==> config.mk <==
export PLATFORM = sky130hd
export DESIGN_NAME = serial_adder_mux_ctrl_flat
export DESIGN_NICKNAME = d
export VERILOG_FILES = /design/src/rtl/serial_adder_mux_ctrl_if.sv /design/src/rtl/serial_adder_mux_ctrl.sv /design/src/flat_wrapper.sv
export SDC_FILE = /design/constraint.sdc
export NUM_CORES = 1
export LEC_CHECK = 0
export ABC_AREA = 1
export BUFFER_PORTS_ARGS = -buffer_cell sky130_fd_sc_hd__buf_2
export CAP_MARGIN = 30
export CELL_PAD_IN_SITES_DETAIL_PLACEMENT = 1
export CELL_PAD_IN_SITES_GLOBAL_PLACEMENT = 1
export CORE_MARGIN = 1
export CORE_UTILIZATION = 25
export CTS_CLUSTER_DIAMETER = 200
export CTS_CLUSTER_SIZE = 16
export DETAILED_ROUTE_END_ITERATION = 10
export GPL_ROUTABILITY_DRIVEN = 0
export MAX_ROUTING_LAYER = met4
export PLACE_DENSITY = 0.63
export SLEW_MARGIN = 40
export SYNTH_ARGS = -nofsm -noshare
export SYNTH_HDL_FRONTEND = slang
export SYNTH_SLANG_ARGS = --single-unit
==> constraint.sdc <==
create_clock -name clk -period 1.3 [get_ports clk]
set_clock_uncertainty 0.15 [all_clocks]
set_input_delay 0.325 -clock clk [delete_from_list [all_inputs] [get_ports clk]]
set_output_delay 0.325 -clock clk [all_outputs]
set_load 0.05 [all_outputs]
==> src/rtl/serial_adder_mux_ctrl_if.sv <==
// serial_adder_mux_ctrl_if
//   Bundles the request/result handshake and the 4:1 mux full-adder hookup
//   of the bit-serial adder controller.
//   Request side : start, op_a, op_b, cin          (into the controller)
//   Result side  : busy, done, sum, cout           (out of the controller)
//   Mux side     : mux_sel, mux_d (out), mux_y (in, combinational sum bit)
//
//   Handshake: a request is taken on a rising edge where start=1 and busy=0.
//   op_a/op_b/cin are sampled on that same edge. start while busy=1 is
//   dropped (no queueing). done is a one-cycle pulse; sum/cout are valid from
//   that cycle on and hold until the next result overwrites them.
//
//   modport slave  : the controller
//   modport master : the requester plus the external mux (drives mux_y)
interface serial_adder_mux_ctrl_if #(
  parameter int WIDTH = 8
) ();
  logic             start;
  logic [WIDTH-1:0] op_a;
  logic [WIDTH-1:0] op_b;
  logic             cin;
  logic [1:0]       mux_sel;
  logic [3:0]       mux_d;
  logic             mux_y;
  logic             busy;
  logic             done;
  logic [WIDTH-1:0] sum;
  logic             cout;

  modport slave (
    input  start, op_a, op_b, cin, mux_y,
    output mux_sel, mux_d, busy, done, sum, cout
  );

  modport master (
    output start, op_a, op_b, cin, mux_y,
    input  mux_sel, mux_d, busy, done, sum, cout
  );
endinterface

==> src/rtl/serial_adder_mux_ctrl.sv <==
// serial_adder_mux_ctrl
//   Bit-serial WIDTH-bit adder controller feeding an external combinational
//   4:1 mux that acts as the full adder. Each RUN cycle the current operand
//   bit pair selects a mux input and the mux data carries carry-derived
//   values, so the mux output is the sum bit for that position. One sum bit
//   per clock, LSB first; the running carry is kept here.
//
//   Ports
//     clk       in   rising-edge clock
//     rst_n     in   synchronous active-low reset
//     bus       slave modport of serial_adder_mux_ctrl_if
//     state_dbg out  current FSM state (IDLE=0, RUN=1, DONE=2)
module serial_adder_mux_ctrl #(
  parameter int WIDTH = 8
) (
  input  logic                    clk,
  input  logic                    rst_n,
  serial_adder_mux_ctrl_if.slave  bus,
  output logic [1:0]              state_dbg
);

  localparam int CW = $clog2(WIDTH);
  localparam logic [CW-1:0] LAST_BIT = CW'(WIDTH - 1);

  localparam logic [1:0] IDLE = 2'd0;
  localparam logic [1:0] RUN  = 2'd1;
  localparam logic [1:0] DONE = 2'd2;

  logic [1:0]       state;
  logic [WIDTH-1:0] a_sh;
  logic [WIDTH-1:0] b_sh;
  logic [WIDTH-1:0] sum_sh;
  logic [WIDTH-1:0] sum_r;
  logic             c;
  logic             cout_r;
  logic [CW-1:0]    cnt;

  logic             in_run;
  logic             accept;
  logic             c_next;
  logic [WIDTH-1:0] sum_next;

  assign in_run   = (state == RUN);
  // DONE counts as not busy, so a new request can start back-to-back.
  assign accept   = bus.start && ((state == IDLE) || (state == DONE));
  assign c_next   = (a_sh[0] & b_sh[0]) | (c & (a_sh[0] ^ b_sh[0]));
  // mux_y is the sum bit of the current position; shift it in from the top
  // so that after WIDTH cycles bit 0 of sum_sh holds the LSB.
  assign sum_next = {bus.mux_y, sum_sh[WIDTH-1:1]};

  always_ff @(posedge clk) begin
    if (!rst_n) begin
      state  <= IDLE;
      a_sh   <= '0;
      b_sh   <= '0;
      sum_sh <= '0;
      sum_r  <= '0;
      c      <= 1'b0;
      cout_r <= 1'b0;
      cnt    <= '0;
    end else if (accept) begin
      state  <= RUN;
      a_sh   <= bus.op_a;
      b_sh   <= bus.op_b;
      c      <= bus.cin;
      cnt    <= '0;
      sum_sh <= '0;
    end else begin
      case (state)
        RUN: begin
          sum_sh <= sum_next;
          c      <= c_next;
          a_sh   <= a_sh >> 1;
          b_sh   <= b_sh >> 1;
          cnt    <= cnt + 1'b1;
          if (cnt == LAST_BIT) begin
            state  <= DONE;
            // Capture the finished result directly so sum/cout are already
            // valid in the cycle done is high.
            sum_r  <= sum_next;
            cout_r <= c_next;
          end
        end
        DONE:    state <= IDLE;
        default: state <= IDLE;
      endcase
    end
  end

  // Mux mapping: input k = {a_i,b_i}. Inputs 0 and 3 (bits equal) give c,
  // inputs 1 and 2 (bits differ) give ~c, i.e. a_i ^ b_i ^ c.
  assign bus.mux_sel = in_run ? {a_sh[0], b_sh[0]} : 2'b00;
  assign bus.mux_d   = in_run ? {c, ~c, ~c, c} : 4'b0000;
  assign bus.busy    = in_run;
  assign bus.done    = (state == DONE);
  assign bus.sum     = sum_r;
  assign bus.cout    = cout_r;
  assign state_dbg   = state;

endmodule
==> src/flat_wrapper.sv <==
// flat-port wrapper written by rule: the top's interface ports become plain ports
module serial_adder_mux_ctrl_flat 
#(
  parameter int WIDTH = 8
)
  (clk, rst_n, state_dbg, bus_start, bus_op_a, bus_op_b, bus_cin, bus_mux_y, bus_mux_sel, bus_mux_d, bus_busy, bus_done, bus_sum, bus_cout);
  serial_adder_mux_ctrl_if #(.WIDTH(WIDTH)) bus_i ();
  input  logic clk;
  input  logic rst_n;
  output logic [1:0] state_dbg;
  input wire logic [$bits(bus_i.start)-1:0] bus_start;
  input wire logic [$bits(bus_i.op_a)-1:0] bus_op_a;
  input wire logic [$bits(bus_i.op_b)-1:0] bus_op_b;
  input wire logic [$bits(bus_i.cin)-1:0] bus_cin;
  input wire logic [$bits(bus_i.mux_y)-1:0] bus_mux_y;
  output wire logic [$bits(bus_i.mux_sel)-1:0] bus_mux_sel;
  output wire logic [$bits(bus_i.mux_d)-1:0] bus_mux_d;
  output wire logic [$bits(bus_i.busy)-1:0] bus_busy;
  output wire logic [$bits(bus_i.done)-1:0] bus_done;
  output wire logic [$bits(bus_i.sum)-1:0] bus_sum;
  output wire logic [$bits(bus_i.cout)-1:0] bus_cout;
  assign bus_i.start = bus_start;
  assign bus_i.op_a = bus_op_a;
  assign bus_i.op_b = bus_op_b;
  assign bus_i.cin = bus_cin;
  assign bus_i.mux_y = bus_mux_y;
  assign bus_mux_sel = bus_i.mux_sel;
  assign bus_mux_d = bus_i.mux_d;
  assign bus_busy = bus_i.busy;
  assign bus_done = bus_i.done;
  assign bus_sum = bus_i.sum;
  assign bus_cout = bus_i.cout;
  serial_adder_mux_ctrl #(.WIDTH(WIDTH)) u_core (.clk(clk), .rst_n(rst_n), .bus(bus_i), .state_dbg(state_dbg));
endmodule
# Word-level counts from Yosys, hierarchy flattened
# Index checks and enable logic that the tools add are counted.
[totals] register_bits=39 input_bits=21 out_inout_bits=19 wordCells=40
[classes] add_sub_neg=1 eq_ne=4 n_mux=11 n_bitwise=8 n_reduce_logical=7
[ops] op="2-to-1 mux 8 bit" n=4
[ops] op="2-to-1 mux 1 bit" n=5
[ops] op="2-to-1 mux 4 bit" n=1
[ops] op="NOT 1 bit" n=4
[ops] op="adder 3 x 1 -> 3 bit, second input constant" n=1
[ops] op="== test 3 bit, second input constant" n=1
[ops] op="!= test 3 bit, second input constant" n=1
[ops] op="AND reduction 3 bit" n=1
[ops] op="OR reduction 3 bit" n=1
[ops] op="bitwise AND 1 bit" n=2
[ops] op="== test 2 x 1 -> 1 bit, second input constant" n=1
[ops] op="== test 2 bit, second input constant" n=1
[ops] op="logical NOT 2 bit" n=1
[ops] op="2-to-1 mux 2 bit" n=1
[ops] op="nonzero test 2 bit" n=1
[ops] op="OR reduction 2 bit" n=1
[ops] op="logical AND 1 bit" n=1
[ops] op="logical OR 1 bit" n=1
[ops] op="OR 1 bit" n=1
[ops] op="XOR 1 bit" n=1

# Longest topological paths before layout
# Gate-level depths: netlist of the first run.
[logic_depth] depth_word=5 mapped_depth=8 ltp_nobuf=8

# Worst setup path after synthesis of the first run
# Ideal clock, no wire load.
[synth_path] path_kind="register -> output" startpoint="register u_core.state[0] (netlist: u_core.state_dbg[0])" endpoint="output port bus_mux_d[3]" arrival_time_ns=2.095 t_required_ns=0.825 slack_ns=-1.270 stages_incl_launch_ff=6 n_path_buf=3 path_cell_list="dfxtp_1 -> buf_6 -> nand2_4 -> buf_2 -> nor2_1 -> buf_4"
[synth_between] elab_chain_len=2
[synth_lines] element="from (decl)" line_no="serial_adder_mux_ctrl.sv:29" text="logic [1:0] state;"
[synth_lines] element="from (signal assigned)" line_no="serial_adder_mux_ctrl.sv:53" text="state <= IDLE;"
[synth_lines] element="from (signal assigned)" line_no="serial_adder_mux_ctrl.sv:62" text="state <= RUN;"
[synth_lines] element="from (signal assigned)" line_no="serial_adder_mux_ctrl.sv:77" text="state <= DONE;"
[synth_lines] element="== test 2 x 1 -> 1 bit" line_no="serial_adder_mux_ctrl.sv:43" text="assign in_run = (state == RUN);"
[synth_lines] element="2-to-1 mux 4 bit" line_no="serial_adder_mux_ctrl.sv:93" text="assign bus.mux_d = in_run ? {c, ~c, ~c, c} : 4'b0000;"
[synth_lines] element="to (decl)" line_no="flat_wrapper.sv:17" text="output wire logic [$bits(bus_i.mux_d)-1:0] bus_mux_d;"
# Every way passes these cells.

# Worst setup path after layout of the first run
[layout_path] startpoint="register u_core.state[1] (netlist: u_core.state_dbg[1])" endpoint="output port bus_busy"
[layout_between] elab_chain_len=1
[layout_lines] element="== test 2 x 1 -> 1 bit" line_no="serial_adder_mux_ctrl.sv:43"
[layout_lines] element="to (decl)" line_no="flat_wrapper.sv:18" text="output wire logic [$bits(bus_i.busy)-1:0] bus_busy;"
# Every way passes these cells.

==> flow_summary.toml, run 1 <==
[worst_hold_path]
min-delay-start = "bus_mux_y"
hold_depth = 3
holdPathEnd = "u_core.bus.sum[7]"
holdCritPathClass = "in2reg"

[final_layout]
multi_input_area_um2 = 822
antenna_cells = 0
area_growth_pct = 49.3
nFillCells = 775
finish.instance_area_mm2 = 0.00256
seqCellArea_um2 = 782
drive_gt1_share_pct = 36.8
final_cell_count_no_fill = 373
final_nets = 319

[setup_path]
cp-end-kind = "output port"
timing.rr.start = "u_core.state_dbg[1]"
r2r_cells = 8
r2r-end = "u_core.bus.sum[2]"
cp_max_fo = 2
crit_path_start_kind = "register"
arrival_ns = 1.11
worstPathRequired_ns = 0.82
regToRegSetupSlack_ns = -0.23
crit_type = "reg2out"

[timing]
post-route-min-period_ns = 1.58
worstMarginPinSlew_ns = 0.542
finalCritPeriodShare_pct = 122
rsz0062_at_grt = "yes"
holdWs_ns = 0.0823
max_freq_ghz = 0.631
setup_ws_ns = -0.285
hold_violations = 0
slew_headroom_pct = 63.8
final.setup.tns_ns = -5.32
drv_slew = 0
finalSetupViolCount = 37

[die]
die_w_um = 84.9
die_h_um = 84.9
dieArea_mm2 = 0.00720
start_util_pct = 26.4
rows = 29
core_mm2 = 0.00649
boundaryPins = 40

[clocking]
cts_tree = "yes"
cts-buffers-inserted = 5
clock-sinks = 38
clkSlewWorstSetupHoldPaths_ns = 0.08
cts.path.max_buffers = 2
ctsHoldBuffers = 0
clk_latency_ns = 0.30
clockRootBuffer = "clkbuf_8"
htree_levels = 2

[place]
place_area_mm2 = 0.00215
dpl.cell_count = 360
dpl.hpwl_um = 3620
port-buffer-count = 39

[synth]
netlist_area_mm2 = 0.00172
synth_area_leader_cell = "dfxtp_1"
synth_cell_types = 19
netlist_top_cells_area = "dfxtp_1 44%, nand3_1 14%, nand2_1 11%"
ys_seq_elements = 38
postSynthCellCount = 237
yosysSeqAreaShare_pct = 44.3
syn_nets = 261
synth_warnings = 0
synth_top_area_share_pct = 44.3
syn_area_per_cell_um2 = 7.24

[route]
drt-total-wl_um = 5040
first_pass_iters = 7
postRouteAntennaNets = 0
wl_per_cell_um = 13.5
drt-initial-drc-count = 53
via_count = 1738
drc_errors = 2
routed_via_density = 4.66

[power]
p_leak_nw = 1.15
vdd_drop_max_uv = 402
power_density_mw_per_mm2 = 1070

[run_status]
violations = "DRC, setup timing"
status = "complete, but fails checks"

[global_routing]
grt_pass1_vias = 1812
grt_pass1_wl_um = 8620
overflow = 0
grt_usage_pct = 15.7
grt_max_degree = 17
antenna_found_initial = 0

[run]
maxCapViolCount = 0
==> logic make-up after synthesis <==
logic type,share of synthesized area (%)
buffers and inverters,12.3
AND/OR/NAND/NOR,31.3
XOR/XNOR,0.510
adder cells (fa/ha/maj),2.19
AO/OA/AOI/OAI,9.33
flip-flops,44.3
==> stage by stage <==
stage | setup slack [ns] | utilization (%) | total power, mW
6_report | -0.285 | 39.5 | 2.75
5_1_grt | -0.341 | 39.5 | 2.88
4_1_cts | -0.306 | 38.3 | 2.78
3_5_place_dp | -0.129 | 33.0 | 1.68
3_3_place_gp | -0.0719 | 33.0 | 1.68
2_1_floorplan | -0.491 | - | 1.55
==> report_power, final <==
part           total, mW  switching, mW  internal (mW)
Sequential          1.24         0.0338           1.21
Clock               1.02          0.450          0.571
Combinational      0.488          0.271          0.217
Total               2.75          0.754           1.99
==> state kept, by name, summed over array words and instances (netlist names) <==
signal	flops
u_core.c	1
u_core.cnt	3
u_core.state_dbg	2
u_core.b_sh	8
u_core.a_sh	8
u_core.bus.sum	8
u_core.bus.cout	1
u_core.sum_sh	7
==> per-layer routing <==
layer,vias to the layer above,share of wire (%),GRT usage [%]
met5,-,0,-
met3,8,3.1,3.02
met1,825,45,18.7
li1,878,-,-
met4,0,1.4,5.55
met2,27,50,26.5
==> synthesized netlist by cell type <==
cell type and instances:
nor2_4 1, clkbuf_1 1, buf_2 5, inv_2 4
o21ai_0 7, inv_4 1, buf_6 4, nor2_2 1
xor2_1 1, inv_1 22, buf_4 4, buf_1 1
nor2_1 20, dfxtp_1 38, nand3_1 47, a21oi_1 25
nand2_4 2, ha_1 3, nand2_1 50
==> layout make-up <==
type	count	share of cell area, %
Sequential cell	38	30.5
Inverter	27	4.44
Tap cell	77	3.76
Multi-Input combinational cell	157	32.1
Clock inverter	3	1.76
Timing Repair Buffer	66	24.8
Clock buffer	5	2.68
==> how the worst max path moves through the flow <==
stage / depth (start not counted) / slack [ns] / from / to
finish: 3 / -0.28 / u_core.state_dbg[1] / bus_busy
global route: 4 / -0.34 / u_core.state_dbg[1] / bus_mux_d[3]
CTS: 4 / -0.31 / u_core.state_dbg[1] / bus_mux_d[3]
detailed placement: 7 / -0.13 / u_core.cnt[0] / u_core.bus.sum[5]
global placement: 4 / -0.07 / u_core.state_dbg[1] / bus_mux_d[3]
floorplan: 5 / -0.49 / u_core.state_dbg[0] / bus_mux_d[3]
==> cells in the final DEF (no fill, tap or decap) <==
cell and n:
dfxtp_4 2, bufbuf_16 1, o21ai_0 5, nand2_2 6
inv_6 1, nand2_8 1, nor2_1 15, buf_12 3
buf_6 16, ha_1 2, nand3_1 47, buf_2 20
inv_4 3, nand2_1 44, a21oi_1 24, inv_2 1
nand2_4 1, buf_8 9, ha_4 1, bufinv_16 1
nor2_4 6, dfxtp_1 25, xor2_1 1, clkinvlp_4 2
o21ai_1 2, a21oi_2 1, buf_4 17, dfxtp_2 11
nor2_2 1, inv_1 22, clkbuf_8 5
==> repair_timing <==
| action | 4_1_cts | 5_1_grt |
|---|---|---|
| endpoints found under the hold margin | 0 | 0 |
| pin swaps | 6 | 4 |
| setup buffers | 3 | 1 |
| gates cloned | 1 | 0 |
| setup endpoints to repair | 38 | 54 |
| gates resized for setup | 59 | 20 |
==> worst max-delay path, cell delays in order (launching register included) <==
cell and delay [ns]:
dfxtp_4 0.36, buf_4 0.15, nor2_4 0.13, buf_8 0.16
No activity file was read; power rests on OpenSTA's default activity.
==> run 2: changes to the inputs <==
--- a/config.mk
+++ b/config.mk
@@ -11,13 +11,14 @@
 export CELL_PAD_IN_SITES_DETAIL_PLACEMENT = 1
 export CELL_PAD_IN_SITES_GLOBAL_PLACEMENT = 1
 export CORE_MARGIN = 1
-export CORE_UTILIZATION = 25
+export CORE_UTILIZATION = 34
 export CTS_CLUSTER_DIAMETER = 200
 export CTS_CLUSTER_SIZE = 16
 export DETAILED_ROUTE_END_ITERATION = 10
 export GPL_ROUTABILITY_DRIVEN = 0
 export MAX_ROUTING_LAYER = met4
-export PLACE_DENSITY = 0.63
+export PLACE_DENSITY = 0.8
+export SETUP_SLACK_MARGIN = 0.5
 export SLEW_MARGIN = 40
 export SYNTH_ARGS = -nofsm -noshare
 export SYNTH_HDL_FRONTEND = slang
==> flow_summary.toml, run 2 (synthesized netlist as in run 1, its figures left out) <==
[run_status]
status = "complete, but fails checks"
violations = "setup timing"

[final_layout]
area_growth_pct = 62.7
final_util_pct = 58.4
antenna_cells = 0
drive_gt1_share_pct = 47.4
final_common_cell = "nand2_1"
final_cell_count_no_fill = 373
finish.instance_area_mm2 = 0.00279
final_nets = 329
mostFrequentLayoutCells = "41 x nand2_1, 38 x nand3_1, 24 x dfxtp_1, 23 x buf_4, 21 x inv_1"

[setup_path]
r2r-end = "u_core.bus.sum[4]"
cp-end-kind = "output port"
slowest_stage = "dfxtp_4"
regToRegSetupSlack_ns = -0.24
cp_top_family = "flip-flops"
startpoint = "u_core.state_dbg[1]"
endpoint = "bus_busy"
arrival_ns = 1.11
cpPeakStageDelay_ns = 0.37
crit_type = "reg2out"
path_buf_inv = 2
worstPathRequired_ns = 0.82
crit_cells = 3
crit_path_start_kind = "register"
timing.rr.start = "u_core.state_dbg[1]"
cp_max_fo = 2
r2r_cells = 9
worstPathCellList = "buf_6 -> nor2_4 -> buf_8"

[run]
maxCapViolCount = 0

[clocking]
clock-sinks = 38
clk_latency_ns = 0.30
clockRootBuffer = "clkbuf_8"
htree_levels = 2
cts_tree = "yes"
ctsHoldBuffers = 0
clkSlewWorstSetupHoldPaths_ns = 0.09
cts.path.max_buffers = 2
cts-buffers-inserted = 5

[global_routing]
antenna_found_initial = 0
grt_pass1_vias = 1918
busiest_layer = "met2"
grt_pass1_wl_um = 9420
grt_usage_pct = 24.6
met3_usage_pct = 4.83
grt_util_met2_pct = 40.1
overflow = 0
grt_max_degree = 18
grt_use_met1_pct = 28.9

[power]
power_frac_seq_pct = 43.9
swShare_pct = 28.9
p_clk_share_pct = 36.4
vdd_drop_max_uv = 525
switching_power_mw = 0.807
p_leak_nw = 1.25
combPwrFrac_pct = 19.7
power_density_mw_per_mm2 = 1000
p_int_mw = 1.99

[timing]
hold_violations = 0
setup_ws_ns = -0.282
finalCritPeriodShare_pct = 122
final.setup.tns_ns = -7.11
drv_slew = 0
worstMarginPinSlew_ns = 0.610
holdWs_ns = 0.130
post-route-min-period_ns = 1.58
max_freq_ghz = 0.632
finalSetupViolCount = 47
rsz0062_at_grt = "yes"
slew_headroom_pct = 59.3

[route]
wl_per_cell_um = 18.0
via_count = 1910
routed_via_density = 5.12
postRouteAntennaNets = 0
drt-total-wl_um = 6720
first_pass_iters = 4
drc_errors = 0
drt-initial-drc-count = 150

[die]
dieArea_mm2 = 0.00534
rows = 25
core_mm2 = 0.00479
start_util_pct = 35.9
die_w_um = 73.1
boundaryPins = 40
die_h_um = 73.1

[place]
place_area_mm2 = 0.00219
dpl.hpwl_um = 3280
port-buffer-count = 39
dpl.cell_count = 349

[worst_hold_path]
holdCritPathClass = "in2reg"
-- run 2: layer usage --
| metal | vias to the layer above | share of wire [%] |
|---|---|---|
| met1 | 935 | 41 |
| met4 | 0 | 1.8 |
| li1 | 893 | - |
| met3 | 13 | 4.6 |
| met5 | - | 0 |
| met2 | 69 | 52 |
-- run 2: worst reg2reg max path, delay by kind of cell, from the launching register on --
kind | cells | cell delay, ns
and+or+nand+nor | 5 | 0.46
buffers and inverters | 4 | 0.50
DFF | 1 | 0.37
-- run 2: cell type report --
class | count | area [um2]
clock buffer | 6 | 72.6
clock inverter | 2 | 33.8
fill | 562 | 1990
inverter | 27 | 111
multi-input combinational | 157 | 958
sequential | 38 | 806
tap | 67 | 83.8
timing repair buffer | 75 | 719
timing repair inverter | 1 | 7.51
-- run 2: power groups by stage --
stage               combinational [mW]  sequential [mW]  clock (mW)
floorplan                        0.302             1.25           0
global placement                 0.400             1.24           0
detailed placement               0.409             1.25           0
CTS                              0.480             1.22       0.994
global route                     0.586             1.23        1.08
finish                           0.549             1.23        1.02
-- run 2: worst min path at each step --
stage / startpoint / end / slack (ns) / cells after the start
6_report: bus_op_b[7] / u_core.b_sh[7] / 0.13 / 3
3_5_place_dp: u_core.sum_sh[5] / u_core.bus.sum[4] / 0.31 / 2
5_1_grt: bus_mux_y / u_core.sum_sh[7] / 0.14 / 3
3_3_place_gp: u_core.sum_sh[5] / u_core.bus.sum[4] / 0.30 / 2
2_1_floorplan: bus_mux_y / u_core.bus.sum[7] / 0.28 / 2
4_1_cts: bus_mux_y / u_core.bus.sum[7] / 0.11 / 3
-- run 2: what timing repair did --
action,CTS,global route
endpoints found under the hold margin,0,0
endpoints found under the setup margin,57,57
gates resized for setup,68,35
pin swaps,6,7
buffers inserted,8,6
cloned,2,0
-- run 2: stage by stage --
step / worst slack, ns / total power [mW]
floorplan: -0.491 / 1.55
global placement: -0.0940 / 1.64
detailed placement: -0.135 / 1.66
CTS: -0.259 / 2.70
global route: -0.320 / 2.89
finish: -0.282 / 2.79
==> run 3: changes to the inputs <==
--- a/config.mk
+++ b/config.mk
@@ -8,16 +8,16 @@
 export ABC_AREA = 1
 export BUFFER_PORTS_ARGS = -buffer_cell sky130_fd_sc_hd__buf_2
 export CAP_MARGIN = 30
-export CELL_PAD_IN_SITES_DETAIL_PLACEMENT = 1
-export CELL_PAD_IN_SITES_GLOBAL_PLACEMENT = 1
+export CELL_PAD_IN_SITES_DETAIL_PLACEMENT = 0
+export CELL_PAD_IN_SITES_GLOBAL_PLACEMENT = 2
 export CORE_MARGIN = 1
-export CORE_UTILIZATION = 34
+export CORE_UTILIZATION = 26
 export CTS_CLUSTER_DIAMETER = 200
 export CTS_CLUSTER_SIZE = 16
 export DETAILED_ROUTE_END_ITERATION = 10
 export GPL_ROUTABILITY_DRIVEN = 0
 export MAX_ROUTING_LAYER = met4
-export PLACE_DENSITY = 0.8
+export PLACE_DENSITY = 0.79
 export SETUP_SLACK_MARGIN = 0.5
 export SLEW_MARGIN = 40
 export SYNTH_ARGS = -nofsm -noshare
==> flow_summary.toml, run 3 (synthesized netlist as in run 1, its figures left out) <==
[run_status]
status = "complete, but fails checks"
violations = "setup timing"

[timing]
hold_violations = 0
worstMarginPinSlew_ns = 0.684
max_freq_ghz = 0.642
rsz0062_at_grt = "yes"
drv_slew = 0
finalSetupViolCount = 48
post-route-min-period_ns = 1.56
setup_ws_ns = -0.258
finalCritPeriodShare_pct = 120
slew_headroom_pct = 54.3

[final_layout]
final_nets = 330
area_growth_pct = 69.6
mostFrequentLayoutCells = "41 x nand2_1, 24 x dfxtp_1, 23 x nand3_1, 23 x nand3_2, 21 x buf_4"
finish.instance_area_mm2 = 0.00291
antenna_cells = 0
nFillCells = 626
final_common_cell = "nand2_1"
drive_gt1_share_pct = 54.7

[global_routing]
grt_pass1_vias = 1688
grt_usage_pct = 14.6
grt_max_degree = 17
antenna_found_initial = 0
grt_pass1_wl_um = 7920
overflow = 0

[setup_path]
cp-end-kind = "output port"
crit_type = "reg2out"
cp_max_fo = 3
crit_path_start_kind = "register"
worstPathRequired_ns = 0.82
arrival_ns = 1.08

[place]
dpl.hpwl_um = 3020
place_area_mm2 = 0.00222
dp_slack_ns = -0.118
port-buffer-count = 39

[clocking]
cts_tree = "yes"
clock-sinks = 38
clockRootBuffer = "clkbuf_8"
cts-buffers-inserted = 5
clk_latency_ns = 0.29
clkSlewWorstSetupHoldPaths_ns = 0.08
cts.path.max_buffers = 2
htree_levels = 2
ctsHoldBuffers = 0

[die]
dieArea_mm2 = 0.00693
die_h_um = 83.3
boundaryPins = 40
start_util_pct = 27.0
core_mm2 = 0.00635
die_w_um = 83.3
rows = 29

[route]
postRouteAntennaNets = 0
first_pass_iters = 4
drt-total-wl_um = 4660
routed_via_density = 4.54
drc_errors = 0
wl_per_cell_um = 12.1
via_count = 1745
drt-initial-drc-count = 103

[power]
vdd_drop_max_uv = 444
power_density_mw_per_mm2 = 934
p_leak_nw = 1.24

[worst_hold_path]
holdCritPathClass = "in2reg"

[run]
maxCapViolCount = 0
-- run 3: layout make-up --
class	instances	area [um2]	share of cell area (%)
multi-input combinational	158	1040	35.8
clock inverter	1	7.51	0.258
timing repair buffer	76	748	25.7
sequential	38	806	27.7
clock buffer	7	97.6	3.35
tap	77	96.3	3.31
inverter	27	114	3.91
-- run 3: layer usage --
layer  share of wire [%]  global-route usage [%]  up-vias
met1                  49                    18.7      810
met5                   0                       -        -
met2                  47                    22.9       30
li1                    -                       -      903
met3                 3.5                    3.18        2
met4                0.62                    4.70        0
-- run 3: worst paths after layout --
check / end / start / slack [ns] / cells after the start
worst min-delay path: u_core.bus.sum[7] / bus_mux_y / 0.11 / 3
worst min register to register: u_core.bus.sum[1] / u_core.sum_sh[2] / 0.31 / 2
worst max-delay path: bus_done / u_core.state_dbg[0] / -0.26 / 3
worst max register to register: u_core.cnt[0] / u_core.state_dbg[0] / -0.17 / 7
-- run 3: repair_timing --
item | CTS | global route
cloned | 1 | 1
pin swaps | 11 | 36
setup buffers | 10 | 4
setup endpoints to repair | 57 | 57
gates resized for setup | 82 | 47
-- run 3: metrics by stage --
step                power, mW  setup TNS (ns)  hold slack, ns  utilization, %  instances
finish                   2.72           -6.45           0.107            45.9        384
global route             2.86           -9.95           0.117            45.9        384
CTS                      2.66           -4.43          0.0969            42.4        379
detailed placement       1.65           -1.27           0.305            35.0        360
global placement         1.65           -1.03           0.304            35.0        360
floorplan                1.55           -2.56           0.277               -        237
-- run 3: power breakdown --
group / switching (mW) / internal, mW / total [mW]
sequential: 0.0413 / 1.19 / 1.23
combinational: 0.311 / 0.255 / 0.566
clock: 0.429 / 0.495 / 0.924
total: 0.781 / 1.94 / 2.72
-- run 3: worst max-delay path, stage by stage, from the launching register on --
cell and delay (ns):
dfxtp_4 0.39, buf_12 0.14, nor2_4 0.10, buf_6 0.16
